`config.mk`:
```
export PLATFORM = sky130hd
export DESIGN_NAME = tone_sequencer
export DESIGN_NICKNAME = d
export VERILOG_FILES = /design/src/rtl/simon_pkg.sv /design/src/rtl/tone_seq_buffer.sv /design/src/rtl/tone_sequencer.sv
export SDC_FILE = /design/constraint.sdc
export NUM_CORES = 1
export LEC_CHECK = 0
export BUFFER_PORTS_ARGS = -buffer_cell sky130_fd_sc_hd__buf_4
export CAP_MARGIN = 20
export CELL_PAD_IN_SITES_DETAIL_PLACEMENT = 0
export CELL_PAD_IN_SITES_GLOBAL_PLACEMENT = 2
export CORE_MARGIN = 2
export CORE_UTILIZATION = 35
export DETAILED_ROUTE_END_ITERATION = 10
export PLACE_DENSITY_LB_ADDON = 0.05
export SLEW_MARGIN = 20
export SYNTH_ARGS = -nofsm -noshare
export SYNTH_HDL_FRONTEND = slang
export SYNTH_HIERARCHICAL = 1
export SYNTH_SLANG_ARGS = --single-unit
```
`constraint.sdc`:
```
create_clock -name clk -period 7 [get_ports clk]
set_input_delay 0.7 -clock clk [delete_from_list [all_inputs] [get_ports clk]]
set_output_delay 0.7 -clock clk [all_outputs]
set_load 0.005 [all_outputs]
```
`src/rtl/simon_pkg.sv`:
```
// rtl/simon_pkg.sv - shared tone codes, sequencer state encoding and timer width
package simon_pkg;

  localparam int TONE_W  = 3;
  localparam int TIMER_W = 24;

  localparam logic [TONE_W-1:0] TONE_0 = 3'd0;
  localparam logic [TONE_W-1:0] TONE_1 = 3'd1;
  localparam logic [TONE_W-1:0] TONE_2 = 3'd2;
  localparam logic [TONE_W-1:0] TONE_3 = 3'd3;
  localparam logic [TONE_W-1:0] TONE_4 = 3'd4;
  localparam logic [TONE_W-1:0] TONE_5 = 3'd5;
  localparam logic [TONE_W-1:0] TONE_6 = 3'd6;
  localparam logic [TONE_W-1:0] TONE_7 = 3'd7;

  typedef enum logic [1:0] {
    ST_IDLE = 2'd0,
    ST_NOTE = 2'd1,
    ST_GAP  = 2'd2
  } state_t;

endpackage

```
`src/rtl/tone_seq_buffer.sv`:
```
// rtl/tone_seq_buffer.sv - note storage, synchronous write and asynchronous read
module tone_seq_buffer
  import simon_pkg::*;
#(
  parameter int DEPTH = 32
) (
  input  logic                     clk,
  input  logic                     wr_en,
  input  logic [$clog2(DEPTH)-1:0] wr_idx,
  input  logic [TONE_W-1:0]        wr_tone,
  input  logic [$clog2(DEPTH)-1:0] rd_idx,
  output logic [TONE_W-1:0]        rd_tone
);

  // Storage is deliberately unreset; entries beyond count are never read.
  logic [TONE_W-1:0] mem_q [DEPTH];

  always_ff @(posedge clk) begin
    if (wr_en) mem_q[wr_idx] <= wr_tone;
  end

  assign rd_tone = mem_q[rd_idx];

endmodule

```
`src/rtl/tone_sequencer.sv`:
```
// rtl/tone_sequencer.sv - stores a tone sequence and plays it as timed note/gap phases
// Optional TONE_SEQ_LOOP_EN adds a loop input that restarts playback after the final gap.
module tone_sequencer
  import simon_pkg::*;
#(
  parameter int NOTE_CYCLES = 12500000,
  parameter int GAP_CYCLES  = 2500000,
  parameter int DEPTH       = 32
) (
  input  logic                   clk,
  input  logic                   rst,
`ifdef TONE_SEQ_LOOP_EN
  input  logic                   loop,
`endif
  input  logic                   load_valid,
  input  logic [TONE_W-1:0]      load_tone,
  output logic                   load_ready,
  input  logic                   clear,
  input  logic                   play,
  output logic [TONE_W-1:0]      tone,
  output logic                   speaker_en,
  output logic                   busy,
  output logic                   done,
  output logic [$clog2(DEPTH):0] count
);

  localparam int IW = $clog2(DEPTH);
  localparam int CW = IW + 1;
  localparam logic [CW-1:0]      DEPTH_C   = CW'(DEPTH);
  localparam logic [TIMER_W-1:0] NOTE_LOAD = TIMER_W'(NOTE_CYCLES - 1);
  localparam logic [TIMER_W-1:0] GAP_LOAD  = TIMER_W'(GAP_CYCLES - 1);

  state_t              state_q, state_d;
  logic [IW-1:0]       index_q, index_d;
  logic [CW-1:0]       count_q, count_d;
  logic [TIMER_W-1:0]  timer_q, timer_d;
  logic [TONE_W-1:0]   tone_q, tone_d;
  logic                done_q, done_d;
  logic [IW-1:0]       rd_idx;
  logic [TONE_W-1:0]   rd_tone;
  logic                wr_en;
  logic                last_note;
  logic                loop_en;

`ifdef TONE_SEQ_LOOP_EN
  assign loop_en = loop;
`else
  assign loop_en = 1'b0;
`endif

  assign last_note = ({1'b0, index_q} + CW'(1)) >= count_q;

  // Address of the note about to start: next slot on continuation, slot 0 otherwise.
  always_comb begin
    rd_idx = '0;
    if (state_q == ST_GAP && !last_note) rd_idx = index_q + IW'(1);
  end

  tone_seq_buffer #(.DEPTH(DEPTH)) u_buffer (
    .clk     (clk),
    .wr_en   (wr_en),
    .wr_idx  (count_q[IW-1:0]),
    .wr_tone (load_tone),
    .rd_idx  (rd_idx),
    .rd_tone (rd_tone)
  );

  assign load_ready = !rst && (state_q == ST_IDLE) && (count_q < DEPTH_C) && !play && !clear;

  always_comb begin
    state_d = state_q;
    index_d = index_q;
    count_d = count_q;
    timer_d = timer_q;
    tone_d  = tone_q;
    done_d  = 1'b0;
    wr_en   = 1'b0;
    case (state_q)
      ST_IDLE: begin
        if (clear) begin
          count_d = '0;
        end else if (play) begin
          if (count_q == '0) begin
            done_d = 1'b1;
          end else begin
            state_d = ST_NOTE;
            index_d = '0;
            tone_d  = rd_tone;
            timer_d = NOTE_LOAD;
          end
        end else if (load_valid && load_ready) begin
          wr_en   = 1'b1;
          count_d = count_q + CW'(1);
        end
      end
      ST_NOTE: begin
        if (timer_q == '0) begin
          state_d = ST_GAP;
          timer_d = GAP_LOAD;
        end else begin
          timer_d = timer_q - TIMER_W'(1);
        end
      end
      ST_GAP: begin
        if (timer_q != '0) begin
          timer_d = timer_q - TIMER_W'(1);
        end else if (!last_note || loop_en) begin
          state_d = ST_NOTE;
          index_d = rd_idx;
          tone_d  = rd_tone;
          timer_d = NOTE_LOAD;
        end else begin
          state_d = ST_IDLE;
          done_d  = 1'b1;
        end
      end
      default: state_d = ST_IDLE;
    endcase
  end

  always_ff @(posedge clk or posedge rst) begin
    if (rst) begin
      state_q <= ST_IDLE;
      index_q <= '0;
      count_q <= '0;
      timer_q <= '0;
      tone_q  <= '0;
      done_q  <= 1'b0;
    end else begin
      state_q <= state_d;
      index_q <= index_d;
      count_q <= count_d;
      timer_q <= timer_d;
      tone_q  <= tone_d;
      done_q  <= done_d;
    end
  end

  assign tone       = tone_q;
  assign speaker_en = (state_q == ST_NOTE);
  assign busy       = (state_q != ST_IDLE);
  assign done       = done_q;
  assign count      = count_q;

endmodule

```
==> impl_metrics.json, run 1 <==
{
  "clockBufferDepth": 2,
  "dr.pass1.iters": 5,
  "hp-class": "input port to async pin",
  "cts_buffers": 17,
  "fin_tns_setup_ps": 0,
  "synth_area_sq_um": 6470,
  "gp_congestion": 0.728,
  "synth.avg_cell_area_sq_um": 13.8,
  "fmax_ghz": 0.211,
  "post_route_cells_drive_above_1_share_pct": 21.8,
  "cp-end-kind": "flip-flop",
  "crit_type": "flip-flop to flip-flop",
  "post_cts_buffers": 0,
  "num_vias": 4034,
  "synth_edf_count": 96,
  "initialDrtViolationCount": 273,
  "hold_buffers": 0,
  "cts_root_buffer": "clkbuf_16",
  "maxCapViolCount": 0,
  "synth_cell_types": 55,
  "ys_ff_latch": 137,
  "final_cell_mix": "edfxtp_1 (96), nor2_1 (67), dfrtp_1 (41), mux4_2 (30), a21oi_1 (27)",
  "fin_crit_sh_pct": 67.8,
  "post-place-ws_ps": 2040,
  "finalCriticalPeriod_ps": 4750,
  "dp_hpwl_um": 10300,
  "drt-vias-per-instance": 5.50,
  "first_global_vias": 4077,
  "core_area_sq_um": 18000,
  "start_kind": "flip-flop",
  "wire_per_inst_um": 21.2,
  "num_rows": 49,
  "grt_pass1_wl_um": 24500,
  "cp_max_fo": 13,
  "synth_nets": 491,
  "cts_tree": "built",
  "synth_top_flop_cell": "edfxtp_1",
  "syn-instance-count": 469,
  "rsz0062_at_grt": "no",
  "grt_use_total_pct": 16.8,
  "power-per-cell-area_nw_per_um2": 235,
  "io_pins": 21,
  "antenna_found_initial": 0,
  "worstMarginPinSlew_ps": 1050,
  "clk_latency_ps": 410,
  "cts_htree_levels": 4,
  "hold_viol": 0,
  "ys_warn_count": 6,
  "finalWirelength_um": 15500,
  "leakagePower_nw": 2.55,
  "outcome": "finished clean",
  "antenna_left": 0,
  "cts_resized": 0,
  "whs_ps": 440,
  "skew_ps": 8.99,
  "grt_max_degree": 42,
  "crit_arrival_ps": 5040,
  "ys_seq_area_share_pct": 60.4,
  "die_h_um": 140,
  "num-nets-final": 515,
  "area_growth_syn_to_layout_pct": 14.9,
  "drcViolationCount": 0,
  "clk_pin_slew_ps": 60,
  "numPortBuffers": 20,
  "antenna_cells": 0,
  "slew_headroom_pct": 30.2,
  "final_common_cell": "edfxtp_1",
  "total_power_mw": 1.75,
  "postLayoutSetupSlackWorst_ps": 2250,
  "irDropWorstVdd_v": 0.000242,
  "start_util_pct": 35.9,
  "clock_sinks": 137,
  "synth-async-reset-ratio_pct": 29.9,
  "die_w_um": 140,
  "setup_viol": 0,
  "drv_slew": 0,
  "die-area_sq_um": 19600,
  "cp.required_ps": 7290,
  "grt-ovfl-total": 0
}
-- final timing paths --
path	start	end	slack, ps	depth (start not counted)
setup / recovery	index_q[0]$_DFFE_PP0P_	tone[1]$_DFFE_PP0P_	2250	13
hold / removal	rst	count[4]$_DFFE_PP0P_	440	3
setup reg to reg	index_q[0]$_DFFE_PP0P_	tone[1]$_DFFE_PP0P_	2250	13
hold reg to reg	timer_q[22]$_DFFE_PP0P_	timer_q[22]$_DFFE_PP0P_	500	2
max in group asynchronous	rst	timer_q[1]$_DFFE_PP0P_	6160	3
min in group clk	timer_q[22]$_DFFE_PP0P_	timer_q[22]$_DFFE_PP0P_	500	2
-- per-layer routing --
metal / global-route usage [%] / vias to the layer above / share of wire (%)
li1: - / 1870 / -
met1: 21.9 / 2061 / 43
met2: 28.1 / 91 / 51
met3: 4.10 / 12 / 4.2
met4: 4.53 / 0 / 1.1
met5: 0 / - / 0
-- Yosys cell counts (5+ instances only) --
library cell	n	share of area (%)
nand3_1	7	0.54
ha_1	14	2.7
clkbuf_1	11	0.64
inv_1	15	0.87
o21ai_0	22	1.7
nor4_1	8	0.77
nor2_1	68	3.9
nand3b_1	7	0.81
nand2b_1	5	0.48
mux2_4	6	1.4
nor2b_1	6	0.58
a21oi_1	27	2.1
mux4_2	30	10
nand2_1	14	0.81
o22a_1	12	1.6
nor3_1	10	0.77
dfrtp_1	41	16
edfxtp_1	96	45
-- layout make-up --
cell class / instances / area [sq um]
Sequential cell: 137 / 3910
Fill cell: 1661 / 10600
Tap cell: 229 / 287
Clock inverter: 14 / 136
Inverter: 15 / 56.3
Clock buffer: 17 / 425
Timing Repair Buffer: 24 / 200
Multi-Input combinational cell: 298 / 2420
-- critical path, stage by stage, from the launching register on --
cell and delay [ps]:
dfrtp_1 460, ha_1 260, nor2b_1 140, or2_2 280, ha_1 180, a21oi_1 190
nand3b_1 130, o2111ai_1 500, nor2_4 690, buf_16 230, mux4_2 510, mux4_2 500
mux2_2 280, mux2_4 260
-- stage by stage --
stage / utilization, % / std cells / area, sq um
2_1_floorplan: - / 469 / 6470
3_3_place_gp: 37.9 / 702 / 6840
3_5_place_dp: 38.0 / 702 / 6840
4_1_cts: 41.1 / 733 / 7400
5_1_grt: 41.2 / 734 / 7430
6_report: 41.2 / 734 / 7430
-- where the power goes --
| group | total [mW] | internal (mW) | switching (mW) | leakage, nW |
|---|---|---|---|---|
| Clock | 0.859 | 0.495 | 0.365 | 0.263 |
| Combinational | 0.0190 | 0.00385 | 0.0152 | 0.912 |
| Sequential | 0.870 | 0.869 | 0.000432 | 1.38 |
| Total | 1.75 | 1.37 | 0.380 | 2.55 |
-- cells by family (layout without fill, tap and decap cells) --
group / count (synthesis) / count (layout) / share of synthesized area (%)
and+or+nand+nor: 147 / 147 / 11.5
adders and majority gates: 14 / 14 / 2.71
DFF: 137 / 137 / 60.4
muxes: 40 / 40 / 12.5
buffers and inverters: 34 / 70 / 2.53
AOI/OAI and AO/OA: 95 / 95 / 10.1
xor gates and xnor gates: 2 / 2 / 0.271
-- registers in the layout, summed over array words and instances (netlist names) --
name            count
index_q             5
state_q             2
done                1
tone                3
count               6
u_buffer/mem_q     96
timer_q            24
(Power assumes the default switching activity.)
==> inputs of run 2 (changes only) <==
==> constraint.sdc (replaced) <==
create_clock -name clk -period 5 [get_ports clk]
set_input_delay 0.5 -clock clk [delete_from_list [all_inputs] [get_ports clk]]
set_output_delay 0.5 -clock clk [all_outputs]
set_load 0.005 [all_outputs]
==> impl_metrics.json, run 2 (synthesis gave the netlist of run 1 again) <==
{
  "die_h_um": 140,
  "grt_use_total_pct": 16.7,
  "die-area_sq_um": 19600,
  "clkPwrFrac_pct": 51.1,
  "start_kind": "flip-flop",
  "slew_headroom_pct": 37.8,
  "pwr-share-comb_pct": 1.0,
  "io_pins": 21,
  "cts_tree": "built",
  "core_area_sq_um": 18000,
  "clk_pin_slew_ps": 70,
  "switching_share_pct": 22.0,
  "wl_met2_um": 7980,
  "grt-ovfl-total": 0,
  "finalCriticalPeriod_ps": 4160,
  "met1_length_um": 6950,
  "num_vias": 3968,
  "wl_met3_um": 535,
  "initialDrtViolationCount": 234,
  "fillCellCount": 1673,
  "seqPwrFrac_pct": 47.9,
  "power-per-cell-area_nw_per_um2": 340,
  "rsz0062_at_grt": "no",
  "critPathTopFamily": "multiplexers",
  "setup_viol": 0,
  "irDropWorstVdd_v": 0.000368,
  "slowest_stage": "mux4_2",
  "path_cells": "ha_1 -> nor2b_1 -> or2_2 -> ha_1 -> a21oi_1 -> nand3b_1 -> o2111ai_1 -> nor2_4 -> buf_4 -> mux4_2 -> mux4_2 -> mux2_2 -> mux2_4",
  "leakagePower_nw": 2.60,
  "hp-class": "input port to async pin",
  "outcome": "finished clean",
  "fin_util_pct": 41.5,
  "crit_arrival_ps": 4450,
  "antenna_found_initial": 0,
  "drt-vias-per-instance": 5.36,
  "antenna_left": 0,
  "cts_root_buffer": "clkbuf_16",
  "hold_buffers": 0,
  "skew_ps": 11.0,
  "fin_tns_setup_ps": 0,
  "final_common_cell": "edfxtp_1",
  "crit_buf_inv": 1,
  "cp_slowest_stage_delay_ps": 570,
  "grt_pass1_wl_um": 24500,
  "wire_per_inst_um": 21.2,
  "cts_htree_levels": 4,
  "maxCapViolCount": 0,
  "worstMarginPinSlew_ps": 926,
  "dr.pass1.iters": 7,
  "finalWirelength_um": 15700,
  "largest_register_ffs": 96,
  "numPortBuffers": 20,
  "post_cts_buffers": 0,
  "fmax_ghz": 0.240,
  "num-nets-final": 519,
  "cp-end-kind": "flip-flop",
  "num_rows": 49,
  "cts_buffers": 17,
  "intPower_mw": 1.98,
  "clock_sinks": 137,
  "p_sw_mw": 0.560,
  "area_growth_syn_to_layout_pct": 15.7,
  "drcViolationCount": 0,
  "start_util_pct": 35.9,
  "route.top_layer_used": "met4",
  "dp_hpwl_um": 10400,
  "cts_resized": 0,
  "clk_latency_ps": 420,
  "hold_viol": 0,
  "top_register": "u_buffer/mem_q",
  "crit_type": "flip-flop to flip-flop",
  "cp.required_ps": 5290,
  "post_route_cells_drive_above_1_share_pct": 22.5,
  "grt_max_degree": 42,
  "first_global_vias": 4140,
  "gp_congestion": 0.713,
  "total_power_mw": 2.54,
  "fin_crit_sh_pct": 83.2,
  "final_cell_mix": "edfxtp_1 (96), nor2_1 (67), dfrtp_1 (41), mux4_2 (30), buf_4 (28)",
  "die_w_um": 140,
  "drv_slew": 0,
  "clockBufferDepth": 2,
  "cp_max_fo": 24
}
[run 2: worst reg2reg max path: cells and delay by family, from the launching register on]
| family | cells | cell delay, ps |
|---|---|---|
| buffers and inverters | 1 | 410 |
| adders and majority gates | 2 | 440 |
| AOI/OAI and AO/OA | 2 | 400 |
| muxes | 4 | 1630 |
| DFF | 1 | 470 |
| and+or+nand+nor | 4 | 710 |
[run 2: final timing paths]
| check | startpoint | to | slack (ps) | cells after the start |
|---|---|---|---|---|
| max in group asynchronous | rst | timer_q[5]$_DFFE_PP0P_ | 4360 | 3 |
| worst max register to register | index_q[0]$_DFFE_PP0P_ | tone[0]$_DFFE_PP0P_ | 840 | 13 |
| worst min register to register | timer_q[14]$_DFFE_PP0P_ | timer_q[14]$_DFFE_PP0P_ | 500 | 1 |
| worst min-delay path | rst | count[4]$_DFFE_PP0P_ | 210 | 3 |
| worst max-delay path | index_q[0]$_DFFE_PP0P_ | tone[0]$_DFFE_PP0P_ | 840 | 13 |
| min in group clk | clear | count[5]$_DFFE_PP0P_ | 420 | 3 |
[run 2: power by group through the flow]
stage / clock (mW) / sequential [mW] / combinational (mW)
final: 1.30 / 1.22 / 0.0264
after global routing: 1.37 / 1.22 / 0.0311
after CTS: 1.33 / 1.22 / 0.0283
after detailed placement: 0 / 1.24 / 0.0284
after global placement: 0 / 1.24 / 0.0287
after floorplan: 0 / 1.24 / 0.00632
[run 2: per-layer routing]
metal  track usage, %  up-vias
li1                 -     1877
met1             21.5     1993
met2             28.7       83
met3             3.59       15
met4             4.74        0
met5                0        -
[run 2: through the flow]
stage | setup slack [ps] | instances | instance area [sq um] | hold slack [ps]
2_1_floorplan | 1040 | 469 | 6470 | 452
3_3_place_gp | 926 | 707 | 6870 | 478
3_5_place_dp | 838 | 707 | 6870 | 487
4_1_cts | 797 | 739 | 7480 | 246
5_1_grt | 650 | 739 | 7480 | 283
6_report | 841 | 740 | 7490 | 214
[run 2: area by class of cell]
cell class,instances,area [sq um],share of cell area (%)
clock inverters,14,181,2.42
inverters,15,56.3,0.752
multi-input cells,298,2410,32.2
repair buffers,28,210,2.81
flip-flops and latches,137,3910,52.2
well taps,229,287,3.83
diodes,1,2.50,0.0334
clock buffers,18,429,5.73
==> inputs of run 3 (changes only) <==
--- a/config.mk
+++ b/config.mk
@@ -5,6 +5,7 @@
 export SDC_FILE = /design/constraint.sdc
 export NUM_CORES = 1
 export LEC_CHECK = 0
+export ABC_AREA = 1
 export BUFFER_PORTS_ARGS = -buffer_cell sky130_fd_sc_hd__buf_4
 export CAP_MARGIN = 20
 export CELL_PAD_IN_SITES_DETAIL_PLACEMENT = 0
==> constraint.sdc (replaced) <==
create_clock -name clk -period 3.9 [get_ports clk]
set_input_delay 0.39 -clock clk [delete_from_list [all_inputs] [get_ports clk]]
set_output_delay 0.39 -clock clk [all_outputs]
set_load 0.005 [all_outputs]
==> impl_metrics.json, run 3 <==
{
  "startpoint": "index_q[0]$_DFFE_PP0P_",
  "syn-instance-count": 790,
  "skew_ps": 7.09,
  "pwr-share-comb_pct": 24.8,
  "initialDrtViolationCount": 191,
  "intPower_mw": 3.14,
  "cp_max_fo": 14,
  "cp.required_ps": 4210,
  "drv_slew": 0,
  "final_cell_mix": "nand2_1 (249), nand3_1 (107), nor2_1 (104), edfxtp_1 (96), inv_1 (59)",
  "synth_top_cells_by_count": "nand2_1 (249), nand3_1 (107), nor2_1 (106)",
  "p_sw_mw": 1.59,
  "synth_edf_count": 96,
  "timing.rr.start": "index_q[0]$_DFFE_PP0P_",
  "cts_root_buffer": "clkbuf_16",
  "clk_latency_ps": 420,
  "gp_congestion": 0.747,
  "total_power_mw": 4.73,
  "rsz0062_at_grt": "no",
  "fmax_ghz": 0.289,
  "ys_seq_area_share_pct": 56.6,
  "yosysMostFrequentCell": "nand2_1",
  "seqPwrFrac_pct": 38.4,
  "crit_type": "flip-flop to flip-flop",
  "hold_viol": 0,
  "synth_top_area_cell": "edfxtp_1",
  "outcome": "finished clean",
  "synthTopCellsByArea": "edfxtp_1 (42%), dfrtp_1 (15%), nand2_1 (14%), nand3_1 (7.8%), nor2_1 (5.8%)",
  "fillCellCount": 1991,
  "yosys.area.top_type_share_pct": 41.7,
  "ys_ff_latch": 137,
  "irDropWorstVdd_v": 0.000378,
  "drt-vias-per-instance": 4.83,
  "num-nets-final": 836,
  "post-place-ws_ps": 399,
  "clock_sinks": 137,
  "synth_nets": 812,
  "synth_cell_types": 29,
  "num_vias": 5275,
  "hp-class": "input port to async pin",
  "rrSetupSlack_ps": 440,
  "cts_htree_levels": 4,
  "synth-async-reset-ratio_pct": 29.9,
  "grt_pass1_wl_um": 28400,
  "cp-end-kind": "flip-flop",
  "postLayoutSetupSlackWorst_ps": 440,
  "cts_tree": "built",
  "clk_pin_slew_ps": 60,
  "cts_buffers": 17,
  "whs_ps": 164,
  "power-per-cell-area_nw_per_um2": 593,
  "r2r_end": "tone[1]$_DFFE_PP0P_",
  "crit_arrival_ps": 3770,
  "finalCriticalPeriod_ps": 3460,
  "synth_top_flop_cell": "edfxtp_1",
  "clockBufferDepth": 2,
  "switching_share_pct": 33.6,
  "reg2regPathDepth": 22,
  "setup_viol": 0,
  "multi_input_area_sq_um": 2620,
  "die-area_sq_um": 20900,
  "largest_register_ffs": 96,
  "ys_warn_count": 6,
  "maxCapViolCount": 0,
  "start_kind": "flip-flop",
  "antenna_cells": 0,
  "io_pins": 21,
  "grt_max_degree": 49,
  "grt_use_total_pct": 18.3,
  "synth.avg_cell_area_sq_um": 8.74,
  "dp_hpwl_um": 12300,
  "grt-ovfl-total": 0,
  "drcViolationCount": 0,
  "fin_crit_sh_pct": 88.7,
  "seq_area_sq_um": 3910,
  "first_global_vias": 5233,
  "top_register": "u_buffer/mem_q",
  "die_w_um": 144,
  "antenna_left": 0,
  "finalWirelength_um": 18000,
  "antenna_found_initial": 0,
  "numPortBuffers": 20,
  "worstMarginPinSlew_ps": 667,
  "num_rows": 51,
  "leakagePower_nw": 3.28,
  "start_util_pct": 35.6,
  "synth_area_sq_um": 6910,
  "area_growth_syn_to_layout_pct": 15.5,
  "die_h_um": 144,
  "wire_per_inst_um": 16.4,
  "final_common_cell": "nand2_1",
  "post_route_cells_drive_above_1_share_pct": 10.3,
  "dr.pass1.iters": 4,
  "fin_tns_setup_ps": 0,
  "core_area_sq_um": 19400,
  "slew_headroom_pct": 55.4,
  "clkPwrFrac_pct": 36.8
}
[run 3: changes by cell type after synthesis, sizes merged, moves of 13 or more]
cell   delta
inv      +51
nand2   +237
nor2     +49
mux4     -30
nand3   +103
buf      +13
[run 3: power by group through the flow]
stage / Sequential (mW) / Clock [mW] / Combinational, mW
after floorplan: 1.81 / 0 / 0.841
after global placement: 1.84 / 0 / 1.18
after detailed placement: 1.84 / 0 / 1.19
after CTS: 1.81 / 1.78 / 1.20
after global routing: 1.83 / 1.85 / 1.35
final: 1.81 / 1.74 / 1.17
[run 3: logic make-up after synthesis]
kind of cell / count (synthesis) / share of synthesized area (%)
xor+xnor: 8 / 1.01
buf+inv: 89 / 5.56
compound gates: 48 / 3.71
fa+ha+maj: 14 / 2.54
simple gates: 494 / 30.6
flops: 137 / 56.6
[run 3: through the flow]
| step | cell area [sq um] | std cells | utilization [%] |
|---|---|---|---|
| finish | 7970 | 1092 | 41.1 |
| global route | 7970 | 1092 | 41.1 |
| CTS | 7970 | 1092 | 41.1 |
| detailed placement | 7330 | 1060 | 37.8 |
| global placement | 7330 | 1060 | 37.8 |
| floorplan | 6910 | 790 | - |
[run 3: repair_timing]
item	CTS	global route
gates resized for setup	0	2
hold buffers	0	0
setup endpoints to repair	0	2
buffers inserted	0	0
[run 3: critical path, cell delays in order, from the launching register on]
cell	delay, ps
dfrtp_1	460
ha_1	250
nand2_1	70
inv_1	50
nand2_1	70
xor2_1	180
inv_1	60
ha_1	260
nand2_1	80
inv_1	40
a21oi_1	170
nand3_1	300
nor3_1	370
buf_12	200
inv_1	210
nand3_1	160
nand2_1	80
nand2_1	80
nand2_1	60
nand2_1	50
nand2_1	50
nand2_1	60
nand2_1	40
[run 3: worst max path at each step]
stage	cells after the start	slack, ps	end
floorplan	25	950	tone[0]$_DFFE_PP0P_
global placement	22	480	tone[1]$_DFFE_PP0P_
detailed placement	23	400	tone[1]$_DFFE_PP0P_
CTS	23	380	tone[1]$_DFFE_PP0P_
global route	22	30	tone[1]$_DFFE_PP0P_
finish	22	440	tone[1]$_DFFE_PP0P_
[run 3: cell type report]
class                           count  share of cell area [%]
Clock buffer                       18                    5.38
Clock inverter                     14                    2.60
Inverter                           66                    3.14
Multi-Input combinational cell    564                    32.9
Sequential cell                   137                    49.0
Tap cell                          265                    4.16
Timing Repair Buffer               28                    2.79
[run 3: layer usage]
layer,vias to the layer above,routed length [um],GRT usage (%)
met5,-,0,0
met4,0,427,6.90
met3,32,298,2.58
met2,57,9330,33.2
met1,2537,7910,21.9
li1,2649,-,-
